## src/rtl/line_buffer_ctrl_pkg.sv

```systemverilog
// rtl/line_buffer_ctrl_pkg.sv - shared types and helpers for the line buffer frame sequencer
package line_buffer_ctrl_pkg;

    typedef enum logic [1:0] {
        LBC_IDLE,
        LBC_STREAM,
        LBC_FLUSH,
        LBC_DONE
    } lbc_state_e;

    // Complete KxK windows produced by one w x h frame.
    function automatic int win_count(input int w, input int h, input int k);
        return (h - k + 1) * (w - k + 1);
    endfunction

endpackage

```

## src/rtl/line_buffer_ctrl_if.sv

```systemverilog
// rtl/line_buffer_ctrl_if.sv - pixel input and window output handshakes of the frame sequencer
interface line_buffer_ctrl_if #(
    parameter int ROW_W = 4,
    parameter int COL_W = 4
);
    logic             in_valid;
    logic             in_ready;
    logic             lb_en;
    logic             win_valid;
    logic             win_ready;
    logic [ROW_W-1:0] win_row;
    logic [COL_W-1:0] win_col;

    // slave: the controller; master: pixel source plus window consumer
    modport slave (
        input  in_valid, win_ready,
        output in_ready, lb_en, win_valid, win_row, win_col
    );

    modport master (
        output in_valid, win_ready,
        input  in_ready, lb_en, win_valid, win_row, win_col
    );
endinterface

```

## src/rtl/line_buffer_ctrl_wrap_counter.sv

```systemverilog
// rtl/line_buffer_ctrl_wrap_counter.sv - modulo-MAX counter with a combinational wrap strobe
module wrap_counter #(
    parameter  int MAX = 10,
    localparam int CW  = (MAX > 1) ? $clog2(MAX) : 1
) (
    input  logic          clk,
    input  logic          rst,
    input  logic          clr,
    input  logic          en,
    output logic [CW-1:0] cnt,
    output logic          wrap
);
    localparam logic [CW-1:0] LAST = CW'(MAX - 1);

    // wrap fires on the enabled step that returns the count to zero
    assign wrap = en & (cnt == LAST);

    always_ff @(posedge clk or negedge rst) begin
        if (!rst) begin
            cnt <= '0;
        end else if (clr) begin
            cnt <= '0;
        end else if (en) begin
            cnt <= wrap ? '0 : cnt + CW'(1);
        end
    end
endmodule

```

## src/rtl/line_buffer_ctrl.sv

```systemverilog
// rtl/line_buffer_ctrl.sv - frame sequencer driving a KERNEL_SIZE-row line buffer chain
module line_buffer_ctrl
    import line_buffer_ctrl_pkg::*;
#(
    parameter int IMG_WIDTH   = 10,
    parameter int IMG_HEIGHT  = 10,
    parameter int KERNEL_SIZE = 3
) (
    input  logic                 clk,
    input  logic                 rst,
    input  logic                 start,
    input  logic                 abort,
    output logic                 busy,
    output logic                 done,
    line_buffer_ctrl_if.slave    bus
);
    localparam int COL_W = $clog2(IMG_WIDTH);
    localparam int ROW_W = $clog2(IMG_HEIGHT);
    localparam logic [COL_W-1:0] K_COL = COL_W'(KERNEL_SIZE - 1);
    localparam logic [ROW_W-1:0] K_ROW = ROW_W'(KERNEL_SIZE - 1);

    lbc_state_e       state;
    logic [COL_W-1:0] col;
    logic [ROW_W-1:0] row;
    logic             col_wrap;
    logic             last_pixel;
    logic             accept;
    logic             qualify;

    // A pending window blocks new pixels unless it is being consumed this cycle.
    assign bus.in_ready = (state == LBC_STREAM) && (!bus.win_valid || bus.win_ready) && !abort;
    assign accept       = bus.in_valid & bus.in_ready;
    assign bus.lb_en    = accept;
    assign qualify      = accept && (row >= K_ROW) && (col >= K_COL);

    wrap_counter #(.MAX(IMG_WIDTH)) u_col (
        .clk  (clk),
        .rst  (rst),
        .clr  (abort),
        .en   (accept),
        .cnt  (col),
        .wrap (col_wrap)
    );

    // Row wrap coincides with accepting the frame's bottom-right pixel.
    wrap_counter #(.MAX(IMG_HEIGHT)) u_row (
        .clk  (clk),
        .rst  (rst),
        .clr  (abort),
        .en   (col_wrap),
        .cnt  (row),
        .wrap (last_pixel)
    );

    always_ff @(posedge clk or negedge rst) begin
        if (!rst) begin
            state         <= LBC_IDLE;
            busy          <= 1'b0;
            done          <= 1'b0;
            bus.win_valid <= 1'b0;
            bus.win_row   <= '0;
            bus.win_col   <= '0;
        end else if (abort) begin
            state         <= LBC_IDLE;
            busy          <= 1'b0;
            done          <= 1'b0;
            bus.win_valid <= 1'b0;
            bus.win_row   <= '0;
            bus.win_col   <= '0;
        end else begin
            done <= 1'b0;
            case (state)
                LBC_IDLE: begin
                    if (start) begin
                        state <= LBC_STREAM;
                        busy  <= 1'b1;
                    end
                end
                LBC_STREAM: begin
                    if (last_pixel) state <= LBC_FLUSH;
                end
                LBC_FLUSH: begin
                    if (!bus.win_valid || bus.win_ready) begin
                        state <= LBC_DONE;
                        done  <= 1'b1;
                    end
                end
                LBC_DONE: begin
                    state <= LBC_IDLE;
                    busy  <= 1'b0;
                end
                default: state <= LBC_IDLE;
            endcase

            // One cycle behind the accept, aligned with the line buffer output delay.
            if (qualify) begin
                bus.win_valid <= 1'b1;
                bus.win_row   <= row;
                bus.win_col   <= col;
            end else if (bus.win_ready) begin
                bus.win_valid <= 1'b0;
            end
        end
    end
endmodule
```

## src/flat_wrapper.sv

```systemverilog
// flat-port wrapper written by rule: the top's interface ports become plain ports
module line_buffer_ctrl_flat import line_buffer_ctrl_pkg::*;
#(
    parameter int IMG_WIDTH   = 10,
    parameter int IMG_HEIGHT  = 10,
    parameter int KERNEL_SIZE = 3
)
  (clk, rst, start, abort, busy, done, bus_in_valid, bus_win_ready, bus_in_ready, bus_lb_en, bus_win_valid, bus_win_row, bus_win_col);
  line_buffer_ctrl_if bus_i ();
  input  logic clk;
  input  logic rst;
  input  logic start;
  input  logic abort;
  output logic busy;
  output logic done;
  input wire logic [$bits(bus_i.in_valid)-1:0] bus_in_valid;
  input wire logic [$bits(bus_i.win_ready)-1:0] bus_win_ready;
  output wire logic [$bits(bus_i.in_ready)-1:0] bus_in_ready;
  output wire logic [$bits(bus_i.lb_en)-1:0] bus_lb_en;
  output wire logic [$bits(bus_i.win_valid)-1:0] bus_win_valid;
  output wire logic [$bits(bus_i.win_row)-1:0] bus_win_row;
  output wire logic [$bits(bus_i.win_col)-1:0] bus_win_col;
  assign bus_i.in_valid = bus_in_valid;
  assign bus_i.win_ready = bus_win_ready;
  assign bus_in_ready = bus_i.in_ready;
  assign bus_lb_en = bus_i.lb_en;
  assign bus_win_valid = bus_i.win_valid;
  assign bus_win_row = bus_i.win_row;
  assign bus_win_col = bus_i.win_col;
  line_buffer_ctrl #(.IMG_WIDTH(IMG_WIDTH), .IMG_HEIGHT(IMG_HEIGHT), .KERNEL_SIZE(KERNEL_SIZE)) u_core (.clk(clk), .rst(rst), .start(start), .abort(abort), .busy(busy), .done(done), .bus(bus_i));
endmodule
```

## config.mk

```make
export PLATFORM = sky130hd
export DESIGN_NAME = line_buffer_ctrl_flat
export DESIGN_NICKNAME = d
export VERILOG_FILES = /design/src/rtl/line_buffer_ctrl_pkg.sv /design/src/rtl/line_buffer_ctrl_if.sv /design/src/rtl/line_buffer_ctrl_wrap_counter.sv /design/src/rtl/line_buffer_ctrl.sv /design/src/flat_wrapper.sv
export SDC_FILE = /design/constraint.sdc
export NUM_CORES = 1
export LEC_CHECK = 0
export BUFFER_PORTS_ARGS = -buffer_cell sky130_fd_sc_hd__clkbuf_2
export CAP_MARGIN = 25
export CORE_UTILIZATION = 45
export CTS_CLUSTER_DIAMETER = 200
export DETAILED_ROUTE_END_ITERATION = 10
export PLACE_DENSITY = 0.71
export SYNTH_ARGS = -nofsm -noshare
export SYNTH_HDL_FRONTEND = slang
export SYNTH_SLANG_ARGS = --single-unit
```

## constraint.sdc

```tcl
create_clock -name clk -period 2.63 [get_ports clk]
set_input_delay 0.1315 -clock clk [delete_from_list [all_inputs] [get_ports clk]]
set_output_delay 0.1315 -clock clk [all_outputs]
set_load 0.005 [all_outputs]
```

==> impl_metrics.json <==
{
  "synth-seq-cells": 21,
  "min_path_type": "primary input to flop",
  "via_per_inst": 5.32,
  "power.internal_uw": 484,
  "wl_per_cell_um": 14.0,
  "combPwrFrac_pct": 25.0,
  "startpoint_type": "flop",
  "numCtsBuffers": 3,
  "netlist_instances": 115,
  "cts_hold_buf": 1,
  "p_switching_uw": 218,
  "ys.flop_type": "dfrtp_1",
  "clk_latency_ns": 0.31,
  "grt_max_degree": 24,
  "critical_path_class": "flop to flop",
  "synth_area_um2": 1210,
  "finalMaxSlewViolations": 0,
  "rrSetupSlack_ns": 0.50,
  "synth_edf_count": 0,
  "grt_pass1_wl_um": 3550,
  "crit_end": "u_core.bus.win_row[2]",
  "finalHoldViolCount": 0,
  "ys_warn_count": 0,
  "final_common_cell": "dfrtp_1",
  "port_buffers": 18,
  "yosys-top-cells-area": "dfrtp_1 43%, ha_1 10%, a21oi_1 5.0%",
  "worst_pin_slew_ns": 0.517,
  "root_buffer": "clkbuf_4",
  "n_antenna_cell": 0,
  "most-common-layout-cells": "21 x dfrtp_1, 18 x clkbuf_2, 12 x a21oi_1",
  "slew_headroom_pct": 65.5,
  "yosys.area.top_type": "dfrtp_1",
  "avgSynthCellArea_um2": 10.5,
  "synth_xor_area_share_pct": 0,
  "synth_compound_area_share_pct": 7.22,
  "drive_above_1_share_pct": 21.5,
  "max_freq_mhz": 469,
  "clockPowerShare_pct": 22.9,
  "async_flop_share_pct": 100,
  "area.growth.synth_to_final_pct": 12.0,
  "power.density_nw_per_um2": 517,
  "finalCriticalPeriod_ns": 2.13,
  "antenna_found_initial": 0,
  "initial_core_util_pct": 48.1,
  "cts_max_level": 1,
  "p_leak_uw": 0.000699,
  "die_x_um": 53.9,
  "synth_simple_gate_area_share_pct": 24.3,
  "r2r-end": "u_core.bus.win_row[2]",
  "cap_viol_max_count": 0,
  "cts_tree": "built",
  "clkSlewWorstSetupHoldPaths_ns": 0.12,
  "cp_max_fo": 9,
  "max-clock-path-buffers": 2,
  "synth_top_family_by_area": "simple AND/OR/NAND/NOR gates",
  "grt_overflow": 0,
  "r2r_cells": 6,
  "synth_fp_nets": 131,
  "regToRegStartpoint": "u_core.state[1]",
  "max-vdd-ir-drop_mv": 0.355,
  "synth_top_cell_area_share_pct": 43.3,
  "synth_adder_area_share_pct": 10.3,
  "worstSetupEndpointType": "flop",
  "synthMuxAreaShare_pct": 10.8,
  "core_um2": 2520,
  "ys_seq_area_share_pct": 43.3,
  "vias": 877,
  "cts.sinks": 21,
  "first_iter_violations": 7,
  "post-cts-setup-buffers": 0,
  "post-dp-hpwl_um": 1710,
  "drc": 0,
  "post-route-util_pct": 53.8,
  "seqPwrFrac_pct": 52.1,
  "ios": 19,
  "p_sw_share_pct": 31.1,
  "die-area_um2": 2910,
  "cp.required_ns": 2.84,
  "grt_pass1_vias": 782,
  "layout.nets": 152,
  "fp-row-count": 18,
  "fin_tns_setup_ns": 0,
  "outcome": "complete, no violations",
  "skew_ns": 0.00566,
  "groute.usage.overall_pct": 17.6,
  "ant_nets": 0,
  "drtPass1Iterations": 4,
  "ys_types": 27,
  "wirelength_um": 2300,
  "post_cts_resized": 0,
  "die-height_um": 53.9,
  "critPathLaunch": "u_core.state[1]",
  "rsz0062_at_grt": "no",
  "setup_viol": 0,
  "post-route-period-util_pct": 81.0,
  "cp_data_arrival_time_ns": 2.34,
  "finalWeightedCongestion": 0.797
}
## state kept, by name, indices dropped and copies added, names as in the netlist
signal	count
u_core.bus.win_valid	1
u_core.bus.win_row	4
u_core.u_col.cnt	4
u_core.busy	1
u_core.u_row.cnt	4
u_core.state	2
u_core.done	1
u_core.bus.win_col	4
## critical path: stages (launching register included)
cell     delay [ns]
dfrtp_1        0.42
inv_1          0.11
ha_1           0.16
nor2b_4        0.22
nand3_4        0.13
or3_1          0.61
mux2_4         0.37
## cell usage after synthesis, types with 2 or more instances
| cell | instances |
|---|---|
| dfrtp_1 | 21 |
| and3b_1 | 3 |
| mux2_4 | 4 |
| o21ai_0 | 4 |
| nor2b_1 | 4 |
| nor4_1 | 2 |
| or3_1 | 7 |
| ha_1 | 10 |
| clkbuf_1 | 2 |
| inv_1 | 8 |
| a21oi_1 | 12 |
| and2b_1 | 3 |
| nor2_1 | 2 |
| nand2_1 | 6 |
| nand2b_1 | 6 |
| mux2i_1 | 6 |
| nand3_1 | 4 |
| nand4_1 | 2 |
## through the flow
stage	area [um2]	power [uW]	cells	hold WS, ns	setup slack [ns]
finish	1360	702	165	0.165	0.499
global route	1360	755	165	0.167	0.382
CTS	1360	714	165	0.155	0.495
detailed placement	1320	551	160	0.134	0.516
global placement	1320	538	160	0.124	0.611
floorplan	1210	493	115	-0.164	0.783
## worst min path at each step
stage          startpoint                     to  slack, ns  cells after the start
2_1_floorplan         rst  u_core.bus.win_col[0]      -0.16                      0
3_3_place_gp          rst            u_core.busy       0.12                      1
3_5_place_dp          rst            u_core.busy       0.13                      1
4_1_cts             start            u_core.busy       0.16                      5
5_1_grt             start            u_core.busy       0.17                      5
6_report            start            u_core.busy       0.16                      5
## cell families (layout without fill, tap and decap cells)
logic type               count (synthesis)  count (layout)
AND/OR/NAND/NOR                         45              45
multiplexers                            11              11
buffers and inverters                   11              31
AO/OA/AOI/OAI                           17              17
adder cells (fa/ha/maj)                 10              10
flip-flops                              21              21
## routing by layer
layer	global-route usage (%)	vias up	wire [um]
li1	-	437	-
met1	23.3	423	1060
met2	27.6	13	1160
met3	2.54	4	48
met4	9.21	0	35
met5	0	-	0
## final cells by class
| cell class | instances | area, um2 |
|---|---|---|
| clock buffers | 4 | 26.3 |
| fillers | 235 | 1160 |
| inverters | 8 | 30.0 |
| multi-input cells | 83 | 638 |
| flip-flops and latches | 21 | 526 |
| well taps | 30 | 37.5 |
| repair buffers | 19 | 100 |
## power by group through the flow
stage | Clock [uW] | Combinational (uW) | Sequential, uW
finish | 161 | 176 | 366
detailed placement | 0 | 178 | 373
floorplan | 0 | 124 | 368
global route | 184 | 202 | 370
global placement | 0 | 168 | 370
CTS | 167 | 180 | 366
Power figures use the tool's default switching activity.
